==> config.mk <==
export PLATFORM = sky130hd
export DESIGN_NAME = sim_run_monitor
export DESIGN_NICKNAME = d
export VERILOG_FILES = /design/src/rtl/sim_run_monitor.sv
export SDC_FILE = /design/constraint.sdc
export NUM_CORES = 1
export LEC_CHECK = 0
export CORE_MARGIN = 1
export CORE_UTILIZATION = 33
export CTS_CLUSTER_SIZE = 28
export DETAILED_ROUTE_END_ITERATION = 12
export SYNTH_ARGS = -nofsm -noshare
export SYNTH_HDL_FRONTEND = slang
export SYNTH_SLANG_ARGS = --single-unit
==> constraint.sdc <==
create_clock -name clk_i -period 9.86 [get_ports clk_i]
set_input_delay 1.479 -clock clk_i [delete_from_list [all_inputs] [get_ports clk_i]]
set_output_delay 1.479 -clock clk_i [all_outputs]
set_load 0.01 [all_outputs]
==> src/rtl/sim_run_monitor.sv <==
// sim_run_monitor: console receiver and run-control watchdog for simulation
// and bring-up harnesses. Decodes 8N1 frames from the DUT UART line into a
// first-word-fall-through FIFO and ends the run on END_BYTE or a cycle budget.
//
// state | meaning
// IDLE  | line idle; waits for the line to go high, then for a falling start edge
// START | half-bit delay, then confirm the start bit is still low
// DATA  | sample eight data bits at mid-bit, LSB first
// STOP  | sample the stop bit; good bytes go to the FIFO
module sim_run_monitor #(
    parameter int         CLK_DIV    = 16,
    parameter int         MAX_CYCLES = 1000000,
    parameter int         CNT_W      = 32,
    parameter int         FIFO_DEPTH = 16,
    parameter logic [7:0] END_BYTE   = 8'h04
) (
    input  logic                          clk_i,
    input  logic                          rst_i,
    input  logic                          uart_line_i,
    output logic                          rx_valid_o,
    output logic [7:0]                    rx_data_o,
    input  logic                          rx_ready_i,
    output logic [$clog2(FIFO_DEPTH):0]   fifo_count_o,
    output logic                          overflow_o,
    output logic                          frame_err_o,
    output logic [CNT_W-1:0]              cycle_o,
    output logic                          done_o,
    output logic                          timeout_o,
    output logic                          finish_o
);

    localparam int AW = $clog2(FIFO_DEPTH);
    localparam int TW = $clog2(CLK_DIV);
    localparam logic [TW-1:0]    HALF_LOAD = TW'(CLK_DIV / 2 - 1);
    localparam logic [TW-1:0]    FULL_LOAD = TW'(CLK_DIV - 1);
    localparam logic [AW:0]      DEPTH     = (AW + 1)'(FIFO_DEPTH);
    localparam logic [CNT_W-1:0] MAX_CNT   = CNT_W'(MAX_CYCLES);

    typedef enum logic [1:0] {IDLE, START, DATA, STOP} state_t;

    logic [1:0]    sync_q;
    logic          rxs;
    state_t        state;
    logic [TW-1:0] timer;
    logic [2:0]    bit_idx;
    logic [7:0]    shreg;
    logic          armed;

    logic [7:0]    mem [FIFO_DEPTH];
    logic [AW:0]   wr_ptr;
    logic [AW:0]   rd_ptr;

    logic          stop_tick;
    logic          push;
    logic          pop;
    logic          full;
    logic          done_set;

    assign rxs       = sync_q[1];
    assign stop_tick = (state == STOP) && (timer == '0);
    assign push      = stop_tick && rxs;
    assign done_set  = push && (shreg == END_BYTE) && !timeout_o;

    assign fifo_count_o = wr_ptr - rd_ptr;
    assign rx_valid_o   = (wr_ptr != rd_ptr);
    assign full         = (fifo_count_o == DEPTH);
    assign pop          = rx_valid_o && rx_ready_i;
    assign rx_data_o    = rx_valid_o ? mem[rd_ptr[AW-1:0]] : 8'h00;
    assign finish_o     = done_o | timeout_o;

    // Two-flop synchroniser for the asynchronous UART line, idling high.
    always_ff @(posedge clk_i or negedge rst_i) begin
        if (!rst_i) sync_q <= 2'b11;
        else        sync_q <= {sync_q[0], uart_line_i};
    end

    // Receiver FSM with the sticky frame-error and done flags.
    always_ff @(posedge clk_i or negedge rst_i) begin
        if (!rst_i) begin
            state       <= IDLE;
            timer       <= '0;
            bit_idx     <= '0;
            shreg       <= '0;
            armed       <= 1'b1;
            frame_err_o <= 1'b0;
            done_o      <= 1'b0;
        end else begin
            case (state)
                IDLE: begin
                    if (rxs) begin
                        armed <= 1'b1;
                    end else if (armed) begin
                        state <= START;
                        timer <= HALF_LOAD;
                    end
                end
                START: begin
                    if (timer != '0) begin
                        timer <= timer - 1'b1;
                    end else if (rxs) begin
                        state <= IDLE;
                    end else begin
                        state   <= DATA;
                        timer   <= FULL_LOAD;
                        bit_idx <= '0;
                    end
                end
                DATA: begin
                    if (timer != '0) begin
                        timer <= timer - 1'b1;
                    end else begin
                        shreg   <= {rxs, shreg[7:1]};
                        timer   <= FULL_LOAD;
                        bit_idx <= bit_idx + 1'b1;
                        if (bit_idx == 3'd7) state <= STOP;
                    end
                end
                STOP: begin
                    if (timer != '0) begin
                        timer <= timer - 1'b1;
                    end else begin
                        state <= IDLE;
                        // A low stop bit means the line is still low; require
                        // it to return high before the next start is accepted.
                        armed <= rxs;
                        if (!rxs)     frame_err_o <= 1'b1;
                        if (done_set) done_o      <= 1'b1;
                    end
                end
                default: state <= IDLE;
            endcase
        end
    end

    // Receive FIFO: a push into a full FIFO survives only alongside a pop.
    always_ff @(posedge clk_i or negedge rst_i) begin
        if (!rst_i) begin
            wr_ptr     <= '0;
            rd_ptr     <= '0;
            overflow_o <= 1'b0;
            for (int i = 0; i < FIFO_DEPTH; i++) mem[i] <= '0;
        end else begin
            if (push && (!full || pop)) begin
                mem[wr_ptr[AW-1:0]] <= shreg;
                wr_ptr              <= wr_ptr + 1'b1;
            end
            if (push && full && !pop) overflow_o <= 1'b1;
            if (pop) rd_ptr <= rd_ptr + 1'b1;
        end
    end

    // Cycle counter and watchdog; both freeze once the run has finished.
    always_ff @(posedge clk_i or negedge rst_i) begin
        if (!rst_i) begin
            cycle_o   <= '0;
            timeout_o <= 1'b0;
        end else if (!finish_o) begin
            cycle_o <= cycle_o + CNT_W'(1);
            if ((cycle_o + CNT_W'(1) == MAX_CNT) && !done_set) timeout_o <= 1'b1;
        end
    end

endmodule

==> results.json <==
{
  "finalHoldViolations": 0,
  "io_pins": 55,
  "htree_levels": 4,
  "synth_nets": 770,
  "core_area_mm2": 0.0290,
  "row_count": 62,
  "fmax_mhz": 210,
  "grt_pass1_vias": 6232,
  "place_congestion": 0.819,
  "stdcell_count": 1180,
  "status": "finished clean",
  "n_antenna_cell": 0,
  "port-buffer-count": 54,
  "multi_input_area_mm2": 0.00470,
  "fill_cells": 2839,
  "synthArstFlopShare": 1.00,
  "wire_per_inst_um": 18.7,
  "power.density_mw_per_mm2": 180,
  "die_h_um": 175,
  "tns_ns": 0,
  "skew_ns": 0.0150,
  "synth_edf_count": 0,
  "avgSynthCellArea_um2": 13.1,
  "path_class": "reg -> out",
  "end_kind": "output port",
  "cts_tree": "done",
  "period_needed_ns": 4.76,
  "numCtsBuffers": 17,
  "synthCells": 748,
  "grt_pass1_wl_um": 36100,
  "dr_total_vias": 6129,
  "power.leakage_nw": 4.98,
  "wirelength_um": 22100,
  "netlist.area_leader.share": 0.486,
  "dp_hpwl_um": 14100,
  "dieArea_mm2": 0.0305,
  "regArea_mm2": 0.00486,
  "synth_flop_cell": "dfrtp_1",
  "yosysTopAreaCell": "dfrtp_1",
  "finish.utilization": 0.388,
  "startpoint_type": "register",
  "synth_area_leaders": "dfrtp_1 49%, mux2_2 16%, mux4_2 9.2%",
  "first_iter_violations": 362,
  "cts_resized": 0,
  "vias_per_cell": 5.19,
  "drc": 0,
  "yosysMostFrequentCell": "dfrtp_1",
  "insertion_delay_ns": 0.44,
  "antenna_found_initial": 1,
  "min_path_type": "reg -> reg",
  "initial_core_util": 0.339,
  "placed_cells": 1148,
  "setup_viol": 0,
  "synth_warnings": 0,
  "post_route_cells_drive_above_1_share": 0.307,
  "synth-seq-cells": 194,
  "hold_buffers": 0,
  "cts_sinks": 194,
  "grt.overflow.total": 0,
  "dr.pass1.iters": 4,
  "fin_nets": 805,
  "ir_drop_mv": 0.126,
  "drv_slew": 0,
  "crit_path_max_fanout": 36,
  "clk_pin_slew_ns": 0.08,
  "rsz0062_at_grt": "no",
  "ys_types": 63,
  "die_x_um": 175,
  "area_delta_synth_final_pct": 14.6,
  "synth_common_cells": "191 x dfrtp_1, 136 x mux2_2, 43 x nand2_1, 40 x mux4_2, 33 x xnor2_1",
  "syn-cell-area_mm2": 0.00983,
  "ys_seq_area_frac": 0.494,
  "post-cts-setup-buffer-count": 0,
  "max_cap_violations": 0,
  "relSlewSlack": 0.250,
  "grt_max_degree": 72,
  "grt.total_usage": 0.155,
  "clockRootBuffer": "clkbuf_16",
  "required_ns": 8.38,
  "ant_nets": 0,
  "cts_buffer_depth": 2,
  "worst_pin_slew_ns": 1.12,
  "post-route-period-util": 0.483,
  "design_power_total_mw": 2.03,
  "cp.arrival_ns": 3.28
}
-- power breakdown --
group	leakage, nW	internal [mW]	switching, mW	total (mW)
clock network	0.282	0.357	0.327	0.684
logic	2.05	0.197	0.264	0.461
registers	2.65	0.829	0.0526	0.882
total	4.98	1.38	0.643	2.03
-- registers in the layout (all words and copies together) (netlist names), named ones only --
name         flops
sync_q           2
shreg            8
overflow_o       1
wr_ptr           5
mem            128
done_o           1
timer            4
timeout_o        1
armed            1
bit_idx          3
rd_ptr           5
frame_err_o      1
state            1
cycle_o         32
-- final timing paths --
path | start | depth (start not counted) | end | slack [ns]
setup reg to reg | rd_ptr[0]$_DFFE_PN0P_ | 10 | mem[11]$_DFFE_PN0P_ | 5.64
setup / recovery | rd_ptr[0]$_DFFE_PN0P_ | 8 | fifo_count_o[4] | 5.10
hold / removal | sync_q[0]$_DFF_PN1_ | 0 | sync_q[1]$_DFF_PN1_ | 0.36
max in group asynchronous | rst_i | 3 | mem[43]$_DFFE_PN0P_ | 6.84
min in group asynchronous | rst_i | 1 | async pin | 1.02
hold reg to reg | sync_q[0]$_DFF_PN1_ | 0 | sync_q[1]$_DFF_PN1_ | 0.36
-- through the flow --
| step | setup WS [ns] | area [µm²] | hold slack (ns) |
|---|---|---|---|
| floorplan | 6.25 | 9830 | 0.345 |
| global placement | 5.53 | 10700 | 0.350 |
| detailed placement | 5.52 | 10700 | 0.350 |
| CTS | 5.00 | 11300 | 0.359 |
| global route | 4.81 | 11300 | 0.364 |
| finish | 5.10 | 11300 | 0.358 |
-- area by class of cell --
| class | instances | share of cell area |
|---|---|---|
| tap | 384 | 0.0426 |
| multi-input combinational | 491 | 0.417 |
| clock inverter | 14 | 0.0123 |
| clock buffer | 18 | 0.0381 |
| timing repair buffer | 59 | 0.0516 |
| inverter | 20 | 0.00666 |
| sequential | 194 | 0.431 |
-- worst max-delay path, cell delays in order (launching register included) --
cell             delay (ns)
dfrtp_2                0.34
buf_4                  0.58
ha_1                   0.30
inv_1                  0.06
fa_1                   0.41
a21o_1                 0.18
a21oi_1                0.16
xor2_1                 0.25
clkdlybuf4s50_1        0.58
-- routing by layer --
layer	share of wire	track usage	wire, µm
met5	0	0	0
met1	0.48	0.219	10600
met4	0.011	0.0406	235
met3	0.038	0.0281	841
met2	0.47	0.244	10400
-- layout by cell type, fill, tap and decap left out, types with 4 or more instances in the layout --
cell type / n
nor3_1: 14
mux4_2: 40
nand3_1: 17
xor2_1: 20
clkdlybuf4s50_1: 53
nand4_1: 28
a21oi_1: 10
xnor2_1: 33
buf_4: 5
nor2_1: 24
inv_1: 18
ha_1: 17
o21ai_0: 16
nor3_4: 6
inv_6: 6
nor4_4: 4
nand2_1: 43
and3_1: 8
nor2b_1: 11
nor4_1: 9
mux2_2: 136
clkbuf_16: 17
dfrtp_1: 190
-- cell families (layout without fill, tap and decap cells) --
kind of cell | count (synthesis) | after routing | share of synthesized area
AO/OA/AOI/OAI | 51 | 51 | 0.0354
XOR/XNOR | 53 | 53 | 0.0472
adder cells (fa/ha/maj) | 18 | 18 | 0.0237
buffers and inverters | 63 | 111 | 0.0276
flip-flops | 194 | 194 | 0.494
multiplexers | 177 | 177 | 0.248
AND/OR/NAND/NOR | 192 | 192 | 0.124
(Power assumes the default switching activity.)
